--- src/rtl/regbank_arbiter_pkg.sv ---
// regbank_arbiter_pkg: FSM encoding, default sizes and requester ids shared by the register-bank arbiter
package regbank_arbiter_pkg;
  typedef enum logic [1:0] {IDLE = 2'd0, SERVE = 2'd1, ACK = 2'd2} state_t;
  localparam int W_DEF = 8;
  localparam int NREG_DEF = 4;
  localparam logic REQ0 = 1'b0;
  localparam logic REQ1 = 1'b1;
endpackage

--- src/rtl/regbank_arbiter_slot.sv ---
// reg_slot: one W-bit bank register with synchronous clear and load enable
//   clk    rising-edge clock
//   clr_i  synchronous clear, wins over load
//   le_i   load enable
//   d_i    load data
//   q_o    register contents
module reg_slot
  import regbank_arbiter_pkg::*;
#(
  parameter int W = W_DEF
) (
  input  logic         clk,
  input  logic         clr_i,
  input  logic         le_i,
  input  logic [W-1:0] d_i,
  output logic [W-1:0] q_o
);
  logic [W-1:0] q_q;
  always_ff @(posedge clk) q_q <= clr_i ? '0 : le_i ? d_i : q_q;
  assign q_o = q_q;
endmodule

--- src/rtl/regbank_arbiter.sv ---
// regbank_arbiter: two-requester round-robin sequencer for a bank of enable-loaded registers
//   clk, reset           clock and synchronous active-high reset
//   clr_all              bank-wide clear, honoured only in IDLE
//   req/we/addr/wdata0,1 per-requester transaction inputs
//   ack0/1, rdata0/1     per-requester completion pulse and read result
//   busy, gnt_id         not-IDLE flag and requester being served
module regbank_arbiter
  import regbank_arbiter_pkg::*;
#(
  parameter int NREG = NREG_DEF,
  parameter int W = W_DEF,
  localparam int AW = $clog2(NREG)
) (
  input  logic          clk,
  input  logic          reset,
  input  logic          clr_all,
  input  logic          req0,
  input  logic          req1,
  input  logic          we0,
  input  logic          we1,
  input  logic [AW-1:0] addr0,
  input  logic [AW-1:0] addr1,
  input  logic [W-1:0]  wdata0,
  input  logic [W-1:0]  wdata1,
  output logic          ack0,
  output logic          ack1,
  output logic [W-1:0]  rdata0,
  output logic [W-1:0]  rdata1,
  output logic          busy,
  output logic          gnt_id
);
  state_t state_q, state_d;
  logic gnt_q, gnt_d, last_q, start, clr, sel_we;
  logic [AW-1:0] sel_addr;
  logic [W-1:0] sel_wdata, rd_val, rdata0_q, rdata1_q;
  logic [NREG-1:0] le;
  logic [W-1:0] q [NREG];
  assign start = state_q == IDLE && !clr_all && (req0 || req1);
  // on a tie the requester not served last wins
  assign gnt_d = start ? ((req0 && req1) ? ~last_q : req1) : gnt_q;
  assign sel_we = gnt_q ? we1 : we0;
  assign sel_addr = gnt_q ? addr1 : addr0;
  assign sel_wdata = gnt_q ? wdata1 : wdata0;
  always_ff @(posedge clk) state_q <= reset ? IDLE : state_d;
  always_comb begin
    state_d = state_q == IDLE ? (start ? SERVE : IDLE) : state_q == SERVE ? ACK : IDLE;
  end
  // ack is gated by reset so a reset landing in ACK swallows the pulse
  always_comb begin
    busy = state_q != IDLE;
    ack0 = state_q == ACK && gnt_q == REQ0 && !reset;
    ack1 = state_q == ACK && gnt_q == REQ1 && !reset;
    clr = reset || (state_q == IDLE && clr_all);
    for (int i = 0; i < NREG; i++) le[i] = state_q == SERVE && sel_we && sel_addr == AW'(i);
  end
  // out-of-range addresses match no slot and read back as zero
  always_comb begin
    rd_val = '0;
    for (int i = 0; i < NREG; i++) rd_val = sel_addr == AW'(i) ? q[i] : rd_val;
  end
  always_ff @(posedge clk) begin
    gnt_q <= reset ? REQ0 : gnt_d;
    last_q <= reset ? REQ1 : state_q == ACK ? gnt_q : last_q;
    rdata0_q <= reset ? '0 : (state_q == SERVE && gnt_q == REQ0 && !sel_we) ? rd_val : rdata0_q;
    rdata1_q <= reset ? '0 : (state_q == SERVE && gnt_q == REQ1 && !sel_we) ? rd_val : rdata1_q;
  end
  for (genvar i = 0; i < NREG; i++) begin : g_slot
    reg_slot #(.W(W)) u_slot (.clk(clk), .clr_i(clr), .le_i(le[i]), .d_i(sel_wdata), .q_o(q[i]));
  end
  assign rdata0 = rdata0_q;
  assign rdata1 = rdata1_q;
  assign gnt_id = gnt_q;
endmodule

--- config.mk ---
export PLATFORM = sky130hd
export DESIGN_NAME = regbank_arbiter
export DESIGN_NICKNAME = d
export VERILOG_FILES = /design/src/rtl/regbank_arbiter_pkg.sv /design/src/rtl/regbank_arbiter_slot.sv /design/src/rtl/regbank_arbiter.sv
export SDC_FILE = /design/constraint.sdc
export NUM_CORES = 1
export LEC_CHECK = 0
export BUFFER_PORTS_ARGS = -buffer_cell sky130_fd_sc_hd__buf_2
export CAP_MARGIN = 20
export CORE_MARGIN = 5
export CORE_UTILIZATION = 40
export DETAILED_ROUTE_END_ITERATION = 7
export MAX_ROUTING_LAYER = met4
export PLACE_DENSITY = 0.61
export SKIP_LAST_GASP = 1
export SLEW_MARGIN = 15
export SYNTH_ARGS = -nofsm -noshare
export SYNTH_HDL_FRONTEND = slang
export SYNTH_HIERARCHICAL = 1
export SYNTH_SLANG_ARGS = --single-unit
--- constraint.sdc ---
create_clock -name clk -period 3.09 [get_ports clk]
set_input_delay 0.618 -clock clk [delete_from_list [all_inputs] [get_ports clk]]
set_output_delay 0.618 -clock clk [all_outputs]
set_load 0.005 [all_outputs]
======== After elaboration in Yosys (flattened, before gate mapping) ========
Index checks and enable logic that the tools add are counted.
W data, S select, Z words.
word-level totals
  input port bits ......................... 27
  register bits ........................... 52
  output and inout bits ................... 20
  memories ................................ 0
  bits in writable memories ............... 0
  word-level logic and storage cells ...... 52
  latch bits .............................. 0
  ROM bits ................................ 0
operators by class
  bitwise logic cells ..................... 2
  shift operators ......................... 0
  multiply operators ...................... 0
  order comparisons ....................... 0
  reduce and logical (&&, ||, !) cells .... 25
  equality and inequality tests ........... 5
  add/sub/neg operators ................... 0
  multiplexer cells ....................... 11
  div/mod/pow operators ................... 0
operators by type and width
  kind                  count
  $mux W8               5
  $logic_and A1 B1 Y1   17
  $eq A2 B2 Y1 const B  3
  $mux W2               3
  $eq A2 B1 Y1 const B  2
  $logic_not A2 Y1      2
  $logic_not A1 Y1      3
  $mux W1               3
  $logic_or A1 B1 Y1    2
  $not A1 Y1            2
  $reduce_bool A2 Y1    1

======== Logic depth before layout (Yosys ltp) ========
  depth after elaboration ................. 6
  gate-level depth with buffers ........... 8
  depth with buffers taken out ............ 5

======== By module ========
The synthesis kept the hierarchy.
by module, submodules not included
  module           sequential area each (sq um)  times used  area each (sq um)  cells an instance
  regbank_arbiter  400.4                         1           1461.4             183
  reg_slot         160.2                         4           285.3              26

======== Worst setup path before layout ========
Ideal clock, no wire load.
  kind .................................... input-to-reg
  start point ............................. input addr0[0]
  end point ............................... register g_slot[0].u_slot.q_q[0]
  stages on the path ...................... 7
  setup slack ............................. 1.267 ns
  buffers on the path ..................... 2
  arrival ................................. 1.699 ns
  library setup time ...................... 0.124 ns
  required time ........................... 2.966 ns
  cell sequence ........................... or2_2 -> clkbuf_1 -> o22a_1 -> nor2_1 -> buf_6 -> mux2i_1 -> nor2_1
on the way
  word-level cells in the longest chain between the ends .. 3
RTL lines
  element               RTL line                    text
  from (decl)           regbank_arbiter.sv:21       input logic [AW-1:0] addr0,
  $mux W2               regbank_arbiter.sv:42       assign sel_addr = gnt_q ? addr1 : addr0;
  $logic_not A2 Y1      regbank_arbiter.sv:54       for (int i = 0; i < NREG; i++) le[i] = state_q == SERVE && sel_we && sel_addr == AW'(i);
  $logic_and A1 B1 Y1   regbank_arbiter.sv:54
  net le[0]             regbank_arbiter.sv:36       logic [NREG-1:0] le;
  to (signal assigned)  regbank_arbiter_slot.sv:19  always_ff @(posedge clk) q_q <= clr_i ? '0 : le_i ? d_i : q_q;
  to (decl)             regbank_arbiter_slot.sv:18  logic [W-1:0] q_q;
The timed path passes the listed nets, and every way through them passes these cells.
A chain may end at the register's enable or synchronous reset.

======== Worst setup path after layout ========
  start point ............................. register gnt_q, in the netlist gnt_id
  end point ............................... register g_slot[3].u_slot.q_q[3]
on the way
  word-level cells in the longest chain between the ends .. 3
  elaborated cells between the ends (all ways) .. 6
  those cells by class .................... eq/ne (1); mux (3); reduce/logical (2)
RTL lines
  element                                                     RTL line                                      text
  from (decl)                                                 regbank_arbiter.sv:33                         logic gnt_q, gnt_d, last_q, start, clr, sel_we;
  from (signal assigned)                                      regbank_arbiter.sv:62                         gnt_q <= reset ? REQ0 : gnt_d;
  $mux W2 / $mux W1 (equally long branches)                   regbank_arbiter.sv:42, regbank_arbiter.sv:41
  $eq A2 B2 Y1 / $logic_and A1 B1 Y1 (equally long branches)  regbank_arbiter.sv:54
  $logic_and A1 B1 Y1 *                                       regbank_arbiter.sv:54
  net le[3]                                                   regbank_arbiter.sv:36
  to (signal assigned)                                        regbank_arbiter_slot.sv:19
  to (decl)                                                   regbank_arbiter_slot.sv:18
The timed path passes the listed nets; every way through them passes the cells marked *.

==> impl.org <==
** Clocking
- Clock tree synthesis found a total of 52 sinks.
- Buffers inserted to repair hold after CTS numbered 0.
- CTS H-tree lvls :: 2
- After clock tree synthesis, the clock-pin slew on the worst setup and hold paths is 0.09 ns.
- CTS tree :: yes
- The longest clock path from root to sink contains 2 buffers.
- The number of gates resized after CTS was 0.
- CTS placed an instance of sky130_fd_sc_hd__clkbuf_8 at the clock tree root.
- Later-pin clock latency in the skew report :: 0.30 ns
- Number of buffers added by the clock tree synthesis step :: 5
- Once the clock tree was built, the setup fixing pass inserted 0 buffers.

** Timing
- Setup violations remaining at the end of the flow were counted as 0.
- Post-route clock period utilization :: 0.787
- RSZ-0062 raised after global routing :: false
- Worst slew margin relative to its limit :: 0.363
- At the pin with the least slew margin, the transition time is 0.954 ns.
- Maximum clock skew at final layout :: 0.00738 ns
- Hold violation count in the final report :: 0
- For the final routed database, the setup TNS stands at 0 ns.
- Fmax :: 411 MHz
- Slew Limit Fails :: 0
- Clock period minus final worst setup slack :: 2.43 ns

** Setup path
- The worst setup path is captured at a flop.
- Largest stage delay on the critical path :: 0.78 ns
- The critical path goes through nand2_1 > o22ai_2 > nor2b_1 > mux2i_1 > nor2_1.
- Master of the slowest instance on the critical path :: sky130_fd_sc_hd__nor2b_1
- Largest fanout of any net on the critical path :: 15
- Required time worst endpoint :: 3.28 ns
- Crit path kind :: flop to flop
- Startpoint type of the worst setup path :: flop
- At the worst endpoint, the arrival time is 2.62 ns.
- Depth of the worst register-to-register path :: 5

** Logic synthesis
- Of the post-synthesis cell area, the dominant cell type holds 0.400.
- Total of warnings raised by yosys :: 6
- Synthesized instance count :: 287
- Syn Std Cell Area :: 2600 um2
- Top cells by area in the synthesized netlist :: sky130_fd_sc_hd__dfxtp_1 (40%), sky130_fd_sc_hd__mux2i_1 (12%), sky130_fd_sc_hd__nor2_1 (6.6%)
- In the synthesized netlist the async set-or-reset flop fraction comes to 0.
- A synthesized cell averages 9.07 um2.
- Yosys mapped the design onto 36 distinct sky130hd cell types.
- In this run, synthesis produced a sequential element count of 52.
- Number of enable-type register cells in the synthesized netlist :: 0
- Leading cell type by number of instances after synthesis :: sky130_fd_sc_hd__dfxtp_1
- The number of nets handed over by synthesis was 314.
- Most frequently used flop master after synthesis :: sky130_fd_sc_hd__dfxtp_1
- Sequential element share of the synthesized area :: 0.400
- The synthesized design spends more area on one cell type than any other, namely sky130_fd_sc_hd__dfxtp_1.
- Top post-synthesis cells by count :: sky130_fd_sc_hd__dfxtp_1 (52), sky130_fd_sc_hd__nor2_1 (46), sky130_fd_sc_hd__mux2i_1 (32), sky130_fd_sc_hd__nand2b_1 (13)

** Status
- The run finished with clean final reports.

** Route
- Average wire length per cell after detail routing :: 16.2 um
- DR vias/cell :: 5.63
- The final layout contains routed wiring with a total length of 6580 um.
- Number of DRC violations after detailed-routing iteration 0 :: 101
- The pre-antenna-repair detailed-routing pass consisted of 4 iterations.
- After detailed routing, the number of remaining DRC violations is 0.
- Post-route antenna net violation count :: 0
- The detailed router placed 2,287 vias in this run.

** Cells and area
- Multi-input gate area :: 1420 um2
- Antenna cell count :: 0
- Area growth, synth to finish :: 15.7%
- For this run, the post-layout net count is 356.
- The filler cells instantiated in the layout total 633.
- Across the whole layout, storage elements account for 1040 um2.
- At the end of the flow the core is filled with cells to 0.474.
- In the final layout, the share of cells above drive strength 1 is 0.243.

** Floorplan
- Die area :: 8220 um2
- After floorplanning, the core was sized to cover 6350 um2.
- Starting density of the core :: 0.410
- Horizontal die dimension :: 90.7 um
- The floorplan has 29 rows.
- Pin placement for this block handled 47 I/O pins.
- The die is 90.7 um tall.

** Power
- Internal power component :: 1.06 mW
- The share of total power dissipated in combinational logic is 0.113.
- The share of total power dissipated in sequential elements is 0.495.
- Net switching fraction of the power :: 0.234
- Clock network fraction of total power :: 0.392
- IR analysis of the VDD net gives a maximum drop of 0.215 mV.
- Leak :: 1.11 nW
- Power spread over the standard cell area amounts to 458 nW/um2.
- Switching component of the power :: 0.322 mW

** GRT
- The first global-routing pass estimated 11,100 um of wire.
- Total routing usage reported by global routing :: 0.172
- Via count of the first global-routing pass :: 2,155
- After global routing the overflow that remains totals 0.
- Entering global routing, the biggest net connects 33 pins.
- The initial antenna violation count is 0.

** Placement
- Gp weighted congestion :: 0.845
- Buffers placed on the I/O ports in this run total 46.
- Half-perimeter wire length after detailed placement :: 4830 um

** Hold path
- Along the worst hold path, the cell count comes to 2.
- Min-delay worst type :: flop to flop

** Job
- Number of maximum-capacitance constraint violations :: 0
## state kept, by name, summed over array words and instances (netlist names)
name,cells
gnt_id,1
state_q,2
rdata0,8
g_slot.u_slot/q_o,32
last_q,1
rdata1,8
## area by class of cell
class,count,share of cell area
Clock buffer,5,0.0229
Clock inverter,2,0.0199
Inverter,9,0.0129
Multi-Input combinational cell,207,0.470
Sequential cell,52,0.346
Tap cell,77,0.0320
Timing Repair Buffer,54,0.0964
## per-layer routing
layer  vias to the layer above  part of all wire  track usage
met4                         0             0.019       0.0571
li1                       1129                 -            -
met1                      1081              0.47        0.231
met3                        11             0.051       0.0292
met2                        66              0.46        0.262
met5                         -                 0            -
## power by group through the flow
stage	combinational [mW]	clock, mW	sequential [mW]
floorplan	0.104	0	0.695
global placement	0.154	0	0.698
detailed placement	0.155	0	0.699
CTS	0.155	0.555	0.683
global route	0.173	0.583	0.685
finish	0.155	0.540	0.683
## critical path, delay by kind of cell, from the launching register on
family	cells	cell delay, ns
compound gates	1	0.19
flops	1	0.73
mux	1	0.29
simple gates	3	1.10
## placed cells by master (no fill, tap or decap), types with 8 or more instances in the layout
cell and instances:
sky130_fd_sc_hd__a32oi_1 12, sky130_fd_sc_hd__o21ai_1 11, sky130_fd_sc_hd__nand2_1 12, sky130_fd_sc_hd__nand2b_1 13, sky130_fd_sc_hd__buf_4 8, sky130_fd_sc_hd__inv_1 8, sky130_fd_sc_hd__buf_2 46, sky130_fd_sc_hd__mux2i_1 32
sky130_fd_sc_hd__dfxtp_1 52, sky130_fd_sc_hd__nor2_1 46, sky130_fd_sc_hd__o22ai_1 8, sky130_fd_sc_hd__a221o_1 10, sky130_fd_sc_hd__mux2_2 9, sky130_fd_sc_hd__a21oi_1 8, sky130_fd_sc_hd__nor2b_1 8
## metrics by stage
stage | setup slack, ns | area (um2) | power, mW | hold slack [ns] | instances
2_1_floorplan | 1.27 | 2600 | 0.799 | 0.449 | 287
3_3_place_gp | 0.727 | 2880 | 0.852 | 0.433 | 399
3_5_place_dp | 0.614 | 2880 | 0.853 | 0.440 | 399
4_1_cts | 0.620 | 3010 | 1.39 | 0.463 | 406
5_1_grt | 0.417 | 3010 | 1.44 | 0.513 | 406
6_report | 0.659 | 3010 | 1.38 | 0.456 | 406
## cells by family after synthesis
| family | count (synthesis) | synth area share |
|---|---|---|
| mux | 41 | 0.162 |
| flops | 52 | 0.400 |
| compound gates | 73 | 0.202 |
| simple gates | 93 | 0.179 |
| buf+inv | 28 | 0.0572 |
## path summary, 6_finish.rpt
kind	start	endpoint	slack [ns]
hold reg to reg	rdata1[6]	rdata1[6]	0.46
setup / recovery	gnt_id	g_slot[3].u_slot/q_o[3]	0.66
hold / removal	rdata1[6]	rdata1[6]	0.46
setup reg to reg	gnt_id	g_slot[3].u_slot/q_o[3]	0.66
No activity file was read; power rests on OpenSTA's default activity.
